$ cat src/rtl/pc_seq_pkg.sv
// rtl/pc_seq_pkg.sv - shared types and constants for the PC sequencer
//
// Purpose: FSM state encoding, datapath widths and the sequential-PC helper
// used by the sequencer, its interface and the bench.
package pc_seq_pkg;

  localparam int ADDR_W  = 64;
  localparam int INSTR_W = 32;
  localparam logic [ADDR_W-1:0] PC_STEP = 64'd4;

  // PC_LOAD is the cycle in which the registered PC_WRITE pulse is visible.
  // The PC register captures at the end of it, so FETCH never sees a stale PC.
  typedef enum logic [2:0] {
    BOOT    = 3'd0,
    FETCH   = 3'd1,
    ISSUE   = 3'd2,
    TRAP    = 3'd3,
    PC_LOAD = 3'd4
  } state_t;

  // Sequential successor of a PC; wraps modulo 2^64.
  function automatic logic [ADDR_W-1:0] seq_pc(input logic [ADDR_W-1:0] pc);
    return pc + PC_STEP;
  endfunction

endpackage

$ cat src/rtl/pc_sequencer_if.sv
// rtl/pc_sequencer_if.sv - PC register, instruction memory and decode bundle
//
// Purpose: groups every non-clock signal of the sequencer.
// Ports (master = sequencer view):
//   PC_CURRENT    in   present PC register value
//   PC_NEXT       out  value to load into the PC register
//   PC_WRITE      out  one-cycle PC load enable
//   IMEM_REQ      out  fetch request, held until accepted
//   IMEM_ADDR     out  fetch address
//   IMEM_READY    in   fetch complete, IMEM_RDATA valid
//   IMEM_RDATA    in   fetched instruction word
//   INSTR_OUT     out  registered instruction to decode
//   INSTR_VALID   out  INSTR_OUT valid
//   STALL         in   decode/execute not ready
//   BRANCH_TAKEN  in   resolved branch taken
//   BRANCH_TARGET in   resolved branch target
//   FAULT         out  sticky fault flag
//   FETCH_COUNT   out  accepted fetch count
interface pc_sequencer_if;
  import pc_seq_pkg::*;

  logic [ADDR_W-1:0]  PC_CURRENT;
  logic [ADDR_W-1:0]  PC_NEXT;
  logic               PC_WRITE;
  logic               IMEM_REQ;
  logic [ADDR_W-1:0]  IMEM_ADDR;
  logic               IMEM_READY;
  logic [INSTR_W-1:0] IMEM_RDATA;
  logic [INSTR_W-1:0] INSTR_OUT;
  logic               INSTR_VALID;
  logic               STALL;
  logic               BRANCH_TAKEN;
  logic [ADDR_W-1:0]  BRANCH_TARGET;
  logic               FAULT;
  logic [31:0]        FETCH_COUNT;

  modport master (
    input  PC_CURRENT, IMEM_READY, IMEM_RDATA, STALL, BRANCH_TAKEN, BRANCH_TARGET,
    output PC_NEXT, PC_WRITE, IMEM_REQ, IMEM_ADDR, INSTR_OUT, INSTR_VALID,
           FAULT, FETCH_COUNT
  );

  modport slave (
    output PC_CURRENT, IMEM_READY, IMEM_RDATA, STALL, BRANCH_TAKEN, BRANCH_TARGET,
    input  PC_NEXT, PC_WRITE, IMEM_REQ, IMEM_ADDR, INSTR_OUT, INSTR_VALID,
           FAULT, FETCH_COUNT
  );

endinterface

$ cat src/rtl/fetch_timer.sv
// rtl/fetch_timer.sv - loadable down-counter bounding the instruction fetch wait
//
// Purpose: reloads to FETCH_TIMEOUT-1 while i_clear is high, counts down on
// i_tick and flags o_expire on the last permitted fetch cycle.
// Ports:
//   CLOCK     in   rising-edge clock
//   RESET_N   in   synchronous active-low reset
//   i_clear   in   reload the counter
//   i_tick    in   count one fetch cycle
//   o_expire  out  current cycle is the final counted fetch cycle
module fetch_timer #(
  parameter int FETCH_TIMEOUT = 16
) (
  input  logic CLOCK,
  input  logic RESET_N,
  input  logic i_clear,
  input  logic i_tick,
  output logic o_expire
);

  localparam int CNT_W = $clog2(FETCH_TIMEOUT);
  localparam logic [CNT_W-1:0] LOAD_VAL = CNT_W'(FETCH_TIMEOUT - 1);

  logic [CNT_W-1:0] r_count;

  always_ff @(posedge CLOCK) begin
    if (!RESET_N) begin
      r_count <= LOAD_VAL;
    end else if (i_clear) begin
      r_count <= LOAD_VAL;
    end else if (i_tick && (r_count != '0)) begin
      r_count <= r_count - CNT_W'(1);
    end
  end

  // First fetch cycle sees LOAD_VAL, so zero is reached on cycle FETCH_TIMEOUT.
  assign o_expire = (r_count == '0);

endmodule

$ cat src/rtl/pc_sequencer.sv
// rtl/pc_sequencer.sv - program counter and instruction fetch sequencer
//
// Purpose: fetches the instruction at PC_CURRENT, hands it to decode, then
// loads PC+4, the taken-branch target or the fault vector into the PC register.
// Ports:
//   CLOCK    in      rising-edge clock
//   RESET_N  in      synchronous active-low reset
//   bus      master  PC register / instruction memory / decode bundle
module pc_sequencer
  import pc_seq_pkg::*;
#(
  parameter int                FETCH_TIMEOUT = 16,
  parameter logic [ADDR_W-1:0] FAULT_VECTOR  = 64'h0000_0000_0000_0080
) (
  input  logic           CLOCK,
  input  logic           RESET_N,
  pc_sequencer_if.master bus
);

  state_t             r_state;
  state_t             w_state_next;

  logic               r_pc_write;
  logic [ADDR_W-1:0]  r_pc_next;
  logic [INSTR_W-1:0] r_instr;
  logic [31:0]        r_fetch_count;
  logic               r_fault;

  logic               w_imem_req;
  logic [ADDR_W-1:0]  w_imem_addr;
  logic               w_instr_valid;
  logic               w_pc_write_d;
  logic [ADDR_W-1:0]  w_pc_next_d;
  logic               w_fetch_accept;
  logic               w_set_fault;
  logic               w_expire;
  logic               w_target_aligned;

  assign w_target_aligned = (bus.BRANCH_TARGET[1:0] == 2'b00);

  fetch_timer #(
    .FETCH_TIMEOUT(FETCH_TIMEOUT)
  ) u_fetch_timer (
    .CLOCK    (CLOCK),
    .RESET_N  (RESET_N),
    .i_clear  (r_state != FETCH),
    .i_tick   (r_state == FETCH),
    .o_expire (w_expire)
  );

  always_ff @(posedge CLOCK) begin
    if (!RESET_N) begin
      r_state <= BOOT;
    end else begin
      r_state <= w_state_next;
    end
  end

  always_comb begin
    w_state_next = r_state;
    case (r_state)
      BOOT:    w_state_next = PC_LOAD;
      PC_LOAD: w_state_next = FETCH;
      FETCH: begin
        // READY on the final counted cycle takes priority over the timeout.
        if (bus.IMEM_READY) begin
          w_state_next = ISSUE;
        end else if (w_expire) begin
          w_state_next = TRAP;
        end
      end
      ISSUE: begin
        if (!bus.STALL) begin
          if (bus.BRANCH_TAKEN && !w_target_aligned) begin
            w_state_next = TRAP;
          end else begin
            w_state_next = PC_LOAD;
          end
        end
      end
      TRAP:    w_state_next = PC_LOAD;
      default: w_state_next = BOOT;
    endcase
  end

  always_comb begin
    w_imem_req     = 1'b0;
    w_imem_addr    = '0;
    w_instr_valid  = 1'b0;
    w_pc_write_d   = 1'b0;
    w_pc_next_d    = '0;
    w_fetch_accept = 1'b0;
    w_set_fault    = 1'b0;
    case (r_state)
      BOOT: begin
        w_pc_write_d = 1'b1;
      end
      FETCH: begin
        w_imem_req     = 1'b1;
        w_imem_addr    = bus.PC_CURRENT;
        w_fetch_accept = bus.IMEM_READY;
      end
      ISSUE: begin
        w_instr_valid = 1'b1;
        if (!bus.STALL) begin
          if (!bus.BRANCH_TAKEN) begin
            w_pc_write_d = 1'b1;
            w_pc_next_d  = seq_pc(bus.PC_CURRENT);
          end else if (w_target_aligned) begin
            w_pc_write_d = 1'b1;
            w_pc_next_d  = bus.BRANCH_TARGET;
          end
        end
      end
      TRAP: begin
        w_pc_write_d = 1'b1;
        w_pc_next_d  = FAULT_VECTOR;
        w_set_fault  = 1'b1;
      end
      default: begin
        w_imem_req = 1'b0;
      end
    endcase
  end

  // PC_NEXT holds its last loaded value; INSTR_OUT only changes on an accepted fetch.
  always_ff @(posedge CLOCK) begin
    if (!RESET_N) begin
      r_pc_write    <= 1'b0;
      r_pc_next     <= '0;
      r_instr       <= '0;
      r_fetch_count <= '0;
      r_fault       <= 1'b0;
    end else begin
      r_pc_write <= w_pc_write_d;
      if (w_pc_write_d) begin
        r_pc_next <= w_pc_next_d;
      end
      if (w_fetch_accept) begin
        r_instr       <= bus.IMEM_RDATA;
        r_fetch_count <= r_fetch_count + 32'd1;
      end
      if (w_set_fault) begin
        r_fault <= 1'b1;
      end
    end
  end

  assign bus.PC_NEXT     = r_pc_next;
  assign bus.PC_WRITE    = r_pc_write;
  assign bus.IMEM_REQ    = w_imem_req;
  assign bus.IMEM_ADDR   = w_imem_addr;
  assign bus.INSTR_OUT   = r_instr;
  assign bus.INSTR_VALID = w_instr_valid;
  assign bus.FAULT       = r_fault;
  assign bus.FETCH_COUNT = r_fetch_count;

endmodule

$ cat src/flat_wrapper.sv
// flat-port wrapper written by rule: the top's interface ports become plain ports
module pc_sequencer_flat import pc_seq_pkg::*;
#(
  parameter int                FETCH_TIMEOUT = 16,
  parameter logic [ADDR_W-1:0] FAULT_VECTOR  = 64'h0000_0000_0000_0080
)
  (CLOCK, RESET_N, bus_PC_CURRENT, bus_IMEM_READY, bus_IMEM_RDATA, bus_STALL, bus_BRANCH_TAKEN, bus_BRANCH_TARGET, bus_PC_NEXT, bus_PC_WRITE, bus_IMEM_REQ, bus_IMEM_ADDR, bus_INSTR_OUT, bus_INSTR_VALID, bus_FAULT, bus_FETCH_COUNT);
  pc_sequencer_if bus_i ();
  input  logic CLOCK;
  input  logic RESET_N;
  input wire logic [$bits(bus_i.PC_CURRENT)-1:0] bus_PC_CURRENT;
  input wire logic [$bits(bus_i.IMEM_READY)-1:0] bus_IMEM_READY;
  input wire logic [$bits(bus_i.IMEM_RDATA)-1:0] bus_IMEM_RDATA;
  input wire logic [$bits(bus_i.STALL)-1:0] bus_STALL;
  input wire logic [$bits(bus_i.BRANCH_TAKEN)-1:0] bus_BRANCH_TAKEN;
  input wire logic [$bits(bus_i.BRANCH_TARGET)-1:0] bus_BRANCH_TARGET;
  output wire logic [$bits(bus_i.PC_NEXT)-1:0] bus_PC_NEXT;
  output wire logic [$bits(bus_i.PC_WRITE)-1:0] bus_PC_WRITE;
  output wire logic [$bits(bus_i.IMEM_REQ)-1:0] bus_IMEM_REQ;
  output wire logic [$bits(bus_i.IMEM_ADDR)-1:0] bus_IMEM_ADDR;
  output wire logic [$bits(bus_i.INSTR_OUT)-1:0] bus_INSTR_OUT;
  output wire logic [$bits(bus_i.INSTR_VALID)-1:0] bus_INSTR_VALID;
  output wire logic [$bits(bus_i.FAULT)-1:0] bus_FAULT;
  output wire logic [$bits(bus_i.FETCH_COUNT)-1:0] bus_FETCH_COUNT;
  assign bus_i.PC_CURRENT = bus_PC_CURRENT;
  assign bus_i.IMEM_READY = bus_IMEM_READY;
  assign bus_i.IMEM_RDATA = bus_IMEM_RDATA;
  assign bus_i.STALL = bus_STALL;
  assign bus_i.BRANCH_TAKEN = bus_BRANCH_TAKEN;
  assign bus_i.BRANCH_TARGET = bus_BRANCH_TARGET;
  assign bus_PC_NEXT = bus_i.PC_NEXT;
  assign bus_PC_WRITE = bus_i.PC_WRITE;
  assign bus_IMEM_REQ = bus_i.IMEM_REQ;
  assign bus_IMEM_ADDR = bus_i.IMEM_ADDR;
  assign bus_INSTR_OUT = bus_i.INSTR_OUT;
  assign bus_INSTR_VALID = bus_i.INSTR_VALID;
  assign bus_FAULT = bus_i.FAULT;
  assign bus_FETCH_COUNT = bus_i.FETCH_COUNT;
  pc_sequencer #(.FETCH_TIMEOUT(FETCH_TIMEOUT), .FAULT_VECTOR(FAULT_VECTOR)) u_core (.CLOCK(CLOCK), .RESET_N(RESET_N), .bus(bus_i));
endmodule
$ cat config.mk
export PLATFORM = sky130hd
export DESIGN_NAME = pc_sequencer_flat
export DESIGN_NICKNAME = d
export VERILOG_FILES = /design/src/rtl/pc_seq_pkg.sv /design/src/rtl/pc_sequencer_if.sv /design/src/rtl/fetch_timer.sv /design/src/rtl/pc_sequencer.sv /design/src/flat_wrapper.sv
export SDC_FILE = /design/constraint.sdc
export NUM_CORES = 1
export LEC_CHECK = 0
export BUFFER_PORTS_ARGS = -buffer_cell sky130_fd_sc_hd__clkbuf_2
export CORE_ASPECT_RATIO = 0.75
export CORE_MARGIN = 8
export CORE_UTILIZATION = 42
export DETAILED_ROUTE_END_ITERATION = 8
export PLACE_DENSITY = 0.75
export SYNTH_ARGS = -nofsm -noshare
export SYNTH_HDL_FRONTEND = slang
export SYNTH_HIERARCHICAL = 1
export SYNTH_SLANG_ARGS = --single-unit
$ cat constraint.sdc
create_clock -name CLOCK -period 2.2 [get_ports CLOCK]
set_clock_uncertainty 0.1 [all_clocks]
set_input_delay 0.33 -clock CLOCK [delete_from_list [all_inputs] [get_ports CLOCK]]
set_output_delay 0.33 -clock CLOCK [all_outputs]
set_load 0.02 [all_outputs]
==> impl_metrics.csv <==
group,metric,value,unit
critical_path,reg2reg_slack,0.13,ns
die,fp.dieW,166.0,um
sta,setup_viol,2,
outcome,status,"complete, but fails checks",
yosys,yosysWarnings,6,
global_routing,grt_overflow,0,
die,die_area,21330,um2
global_routing,grt_pass1_vias,8023,
drt,antenna_left,0,
clock_tree,clkLatencyLatePin,0.42,ns
drt,drt_iter0_drc,915,
clock_tree,clockBufferDepth,2,
yosys,synth.area.top_cells,"dfxtp_1 (39%), nand2_1 (6.1%), xnor2_1 (5.8%), and2_1 (5.6%), xor2_1 (4.8%)",
clock_tree,clk_pin_slew,0.07,ns
global_routing,grt_max_degree,71,
yosys,synth_nets,1047,
die,io_pins,361,
drt,drt_drc_violations_left,0,
critical_path,crit_arrival,1.78,ns
yosys,synth_top_flop_cell,"dfxtp_1",
yosys,synthMuxAreaShare,0.7237,%
global_routing,grt_use_total,26.29,%
clock_tree,h-tree-depth,4,
yosys,synth_xor_area_share,10.63,%
yosys,syn_area,7088,um2
sta,fin_crit,2.214,ns
hold_path,hold_class,"in2reg",
sta,drv_slew,0,
hold_path,min_from,"bus_IMEM_RDATA[30]",
sta,worst_slack,-0.01411,ns
power_and_ir_drop,vdd_ir_drop_max,0.4399,mV
critical_path,critical_path_class,"reg2out",
critical_path,crit-reg2reg-launch,"u_core/r_state[2]$_SDFFE_PN0P_",
sta,maxSlewHeadroom,52.59,%
drt,routed_wirelength,30.08,mm
hold_path,holdPathStages,3,
placement,dp_cells,1467,
yosys,synth_seq_cells,137,
layout,multi_input_area,4212,um2
clock_tree,cts_tree,"yes",
die,die_height,128.5,um
layout,syn_to_final_growth,52.27,%
critical_path,start_kind,"flip-flop",
placement,hpwl,21.71,mm
clock_tree,cts_buffers,17,
layout,seqCellArea,2751,um2
sta,hold_viol,0,
drt,dr.pass1.iters,6,
critical_path,end_kind,"primary output",
drt,vias_per_cell,5.501,
placement,place_congestion,0.9479,
hold_path,whs_endpoint,"u_core/bus.INSTR_OUT[30]$_SDFFE_PN0P_",
layout,drive_above_1_share,41.13,%
outcome,violations,"negative setup slack",
yosys,synth_compound_area_share,15.48,%
sta,fmax,0.4516,GHz
die,num_rows,41,
yosys,synth_top_family_by_area,"simple AND/OR/NAND/NOR gates",
yosys,synth_top_area_cell,"dfxtp_1",
yosys,synth_common_cells,"dfxtp_1 (137), nand2_1 (116), and2_1 (64)",
layout,insertedDiodeCount,0,
power_and_ir_drop,p_per_area,715.7,nW/um2
yosys,synthSimpleGateAreaFrac,29.96,%
yosys,yosysMostFrequentCell,"dfxtp_1",
drt,vias,8312,
yosys,synth_edf_count,0,
critical_path,critPathRequiredTime,1.77,ns
critical_path,path_max_fanout,8,
sta,fin_hold_ws,0.02335,ns
die,initial_core_util,42.51,%
global_routing,antenna_found_initial,0,
sta,finalCritPeriodShare,100.6,%
placement,port_buffers,360,
yosys,yosysSeqAreaShare,38.69,%
yosys,syn-instance-count,879,
critical_path,rr_endpoint,"u_core/bus.PC_NEXT[62]$_SDFFE_PN0P_",
yosys,synth_adder_area_share,0.5296,%
yosys,synth.top_cell.area_share,38.69,%
power_and_ir_drop,cellLeakagePower,4.772,nW
sta,tightest_slew,0.7112,ns
yosys,synth.distinct_cells,53,
clock_tree,numClockSinks,137,
die,core_region_area,16670,um2
yosys,synth.avg_cell_area,8.064,um2
layout,fin_cells,1511,
global_routing,grt_pass1_wl,44.50,mm
clock_tree,clockRootBuffer,"clkbuf_16",
sta,grt_setup_unrepaired,"true",
critical_path,r2r_cells,7,
layout,fin_nets,1451,
layout,fillers,1430,
drt,post_drt_wl_per_cell,19.91,um
yosys,ys_async_sr_fraction,0,%
run,maxCapViolCount,0,
==> placed cells by master (no fill, tap or decap), types with 3 or more instances in the layout <==
| cell type | Yosys | layout |
|---|---|---|
| buf_16 | 0 | 5 |
| nand2_1 | 116 | 116 |
| and2_1 | 64 | 29 |
| inv_8 | 0 | 3 |
| buf_4 | 1 | 65 |
| and3_1 | 15 | 15 |
| a21oi_1 | 46 | 45 |
| o21ai_1 | 6 | 6 |
| nor3_1 | 28 | 28 |
| xor2_1 | 39 | 39 |
| buf_12 | 0 | 6 |
| nor4_2 | 2 | 4 |
| nor2_1 | 63 | 63 |
| ha_1 | 3 | 3 |
| clkbuf_4 | 0 | 10 |
| buf_6 | 0 | 27 |
| dfxtp_1 | 137 | 134 |
| nor2b_1 | 7 | 5 |
| a32o_1 | 3 | 3 |
| inv_1 | 18 | 17 |
| nand3_1 | 36 | 36 |
| buf_8 | 0 | 11 |
| nor4_1 | 8 | 6 |
| nand4_1 | 22 | 22 |
| clkbuf_2 | 0 | 307 |
| or3_1 | 3 | 3 |
| o21ai_0 | 57 | 57 |
| a22o_1 | 12 | 12 |
| clkbuf_16 | 0 | 18 |
| and4_1 | 9 | 9 |
| clkbuf_8 | 0 | 6 |
| inv_6 | 0 | 7 |
| nor4b_1 | 3 | 3 |
| or4_1 | 3 | 3 |
| xnor2_1 | 47 | 47 |
| clkinv_4 | 0 | 3 |
| a22oi_1 | 44 | 44 |
| and2_4 | 0 | 35 |
| mux2i_1 | 4 | 4 |
| a32oi_1 | 4 | 4 |
==> through the flow <==
stage                     power (mW)  area, um2  worst slack [ns]  util, %    TNS, ns
after floorplan                3.608       7088         0.0006044        -          0
after global placement         4.384       9529           0.06032    57.16          0
after detailed placement       4.403       9529          -0.08170    57.16    -0.2040
after CTS                      7.530      10540         -0.001694    63.21  -0.002965
after global routing           8.019      10790          -0.08100    64.74     -1.283
final                          7.724      10790          -0.01411    64.74   -0.02084
==> power breakdown <==
| group | leakage (nW) | internal (mW) | switching (mW) |
|---|---|---|---|
| Clock | 0.278 | 1.52 | 1.23 |
| Combinational | 3.39 | 1.04 | 1.28 |
| Sequential | 1.11 | 2.58 | 0.0710 |
| Total | 4.77 | 5.14 | 2.58 |
==> routing by layer <==
layer / wire [um] / part of all wire (%) / up-vias / track usage [%]
li1: - / - / 3888 / -
met1: 12120 / 40 / 3879 / 31.69
met2: 14270 / 47 / 472 / 44.38
met3: 2749 / 9.1 / 73 / 7.650
met4: 939 / 3.1 / 0 / 9.488
met5: 0 / 0 / - / 0
==> how the worst max path moves through the flow <==
stage,from,cells past startpoint,endpoint
4_1_cts,u_core/r_state[2]$_SDFFE_PN0P_,8,bus_IMEM_ADDR[29]
6_report,u_core/r_state[2]$_SDFFE_PN0P_,8,bus_IMEM_ADDR[51]
2_1_floorplan,u_core/r_state[0]$_SDFFE_PN0P_,6,bus_IMEM_ADDR[54]
3_3_place_gp,bus_PC_CURRENT[36],9,u_core/bus.PC_NEXT[57]$_SDFFE_PN0P_
3_5_place_dp,u_core/r_state[1]$_SDFFE_PN0P_,7,u_core/bus.PC_NEXT[62]$_SDFFE_PN0P_
5_1_grt,u_core/r_state[2]$_SDFFE_PN0P_,8,bus_IMEM_ADDR[47]
==> worst max-delay path: stages, from the launching register on <==
cell      delay, ns
dfxtp_4        0.36
buf_6          0.12
nor2b_4        0.13
nand2b_4       0.08
inv_6          0.08
buf_12         0.15
buf_16         0.15
and2_1         0.15
clkbuf_8       0.15
==> logic make-up (layout without fill, tap and decap cells) <==
| group | after synthesis | in the layout |
|---|---|---|
| flops | 137 | 137 |
| xor+xnor | 86 | 86 |
| compound gates | 178 | 178 |
| simple gates | 399 | 399 |
| buf+inv | 71 | 488 |
| fa+ha+maj | 3 | 3 |
| mux | 5 | 5 |
==> registers in the layout, indices dropped and copies added (netlist names) <==
name and cells:
u_core/bus.PC_NEXT 64, u_core/bus.FETCH_COUNT 32, u_core/bus.INSTR_OUT 32, u_core/u_fetch_timer/r_count 4, u_core/r_state 3, u_core/bus.FAULT 1, u_core/bus.PC_WRITE 1
==> timing repair <==
action	CTS	global route
hold buffers	0	0
gates resized for setup	86	101
buffers inserted	4	2
setup endpoints to repair	64	48
cloned	5	1
pin swaps	0	13
==> final cells by class <==
class | instances | share of cell area (%)
Clock inverter | 14 | 1.159
Multi-Input combinational cell | 671 | 39.02
Clock buffer | 18 | 4.069
Timing Repair Buffer | 437 | 27.06
Sequential cell | 137 | 25.49
Inverter | 19 | 0.7072
Tap cell | 215 | 2.492
Note: power is estimated with default switching activity, not from simulation.
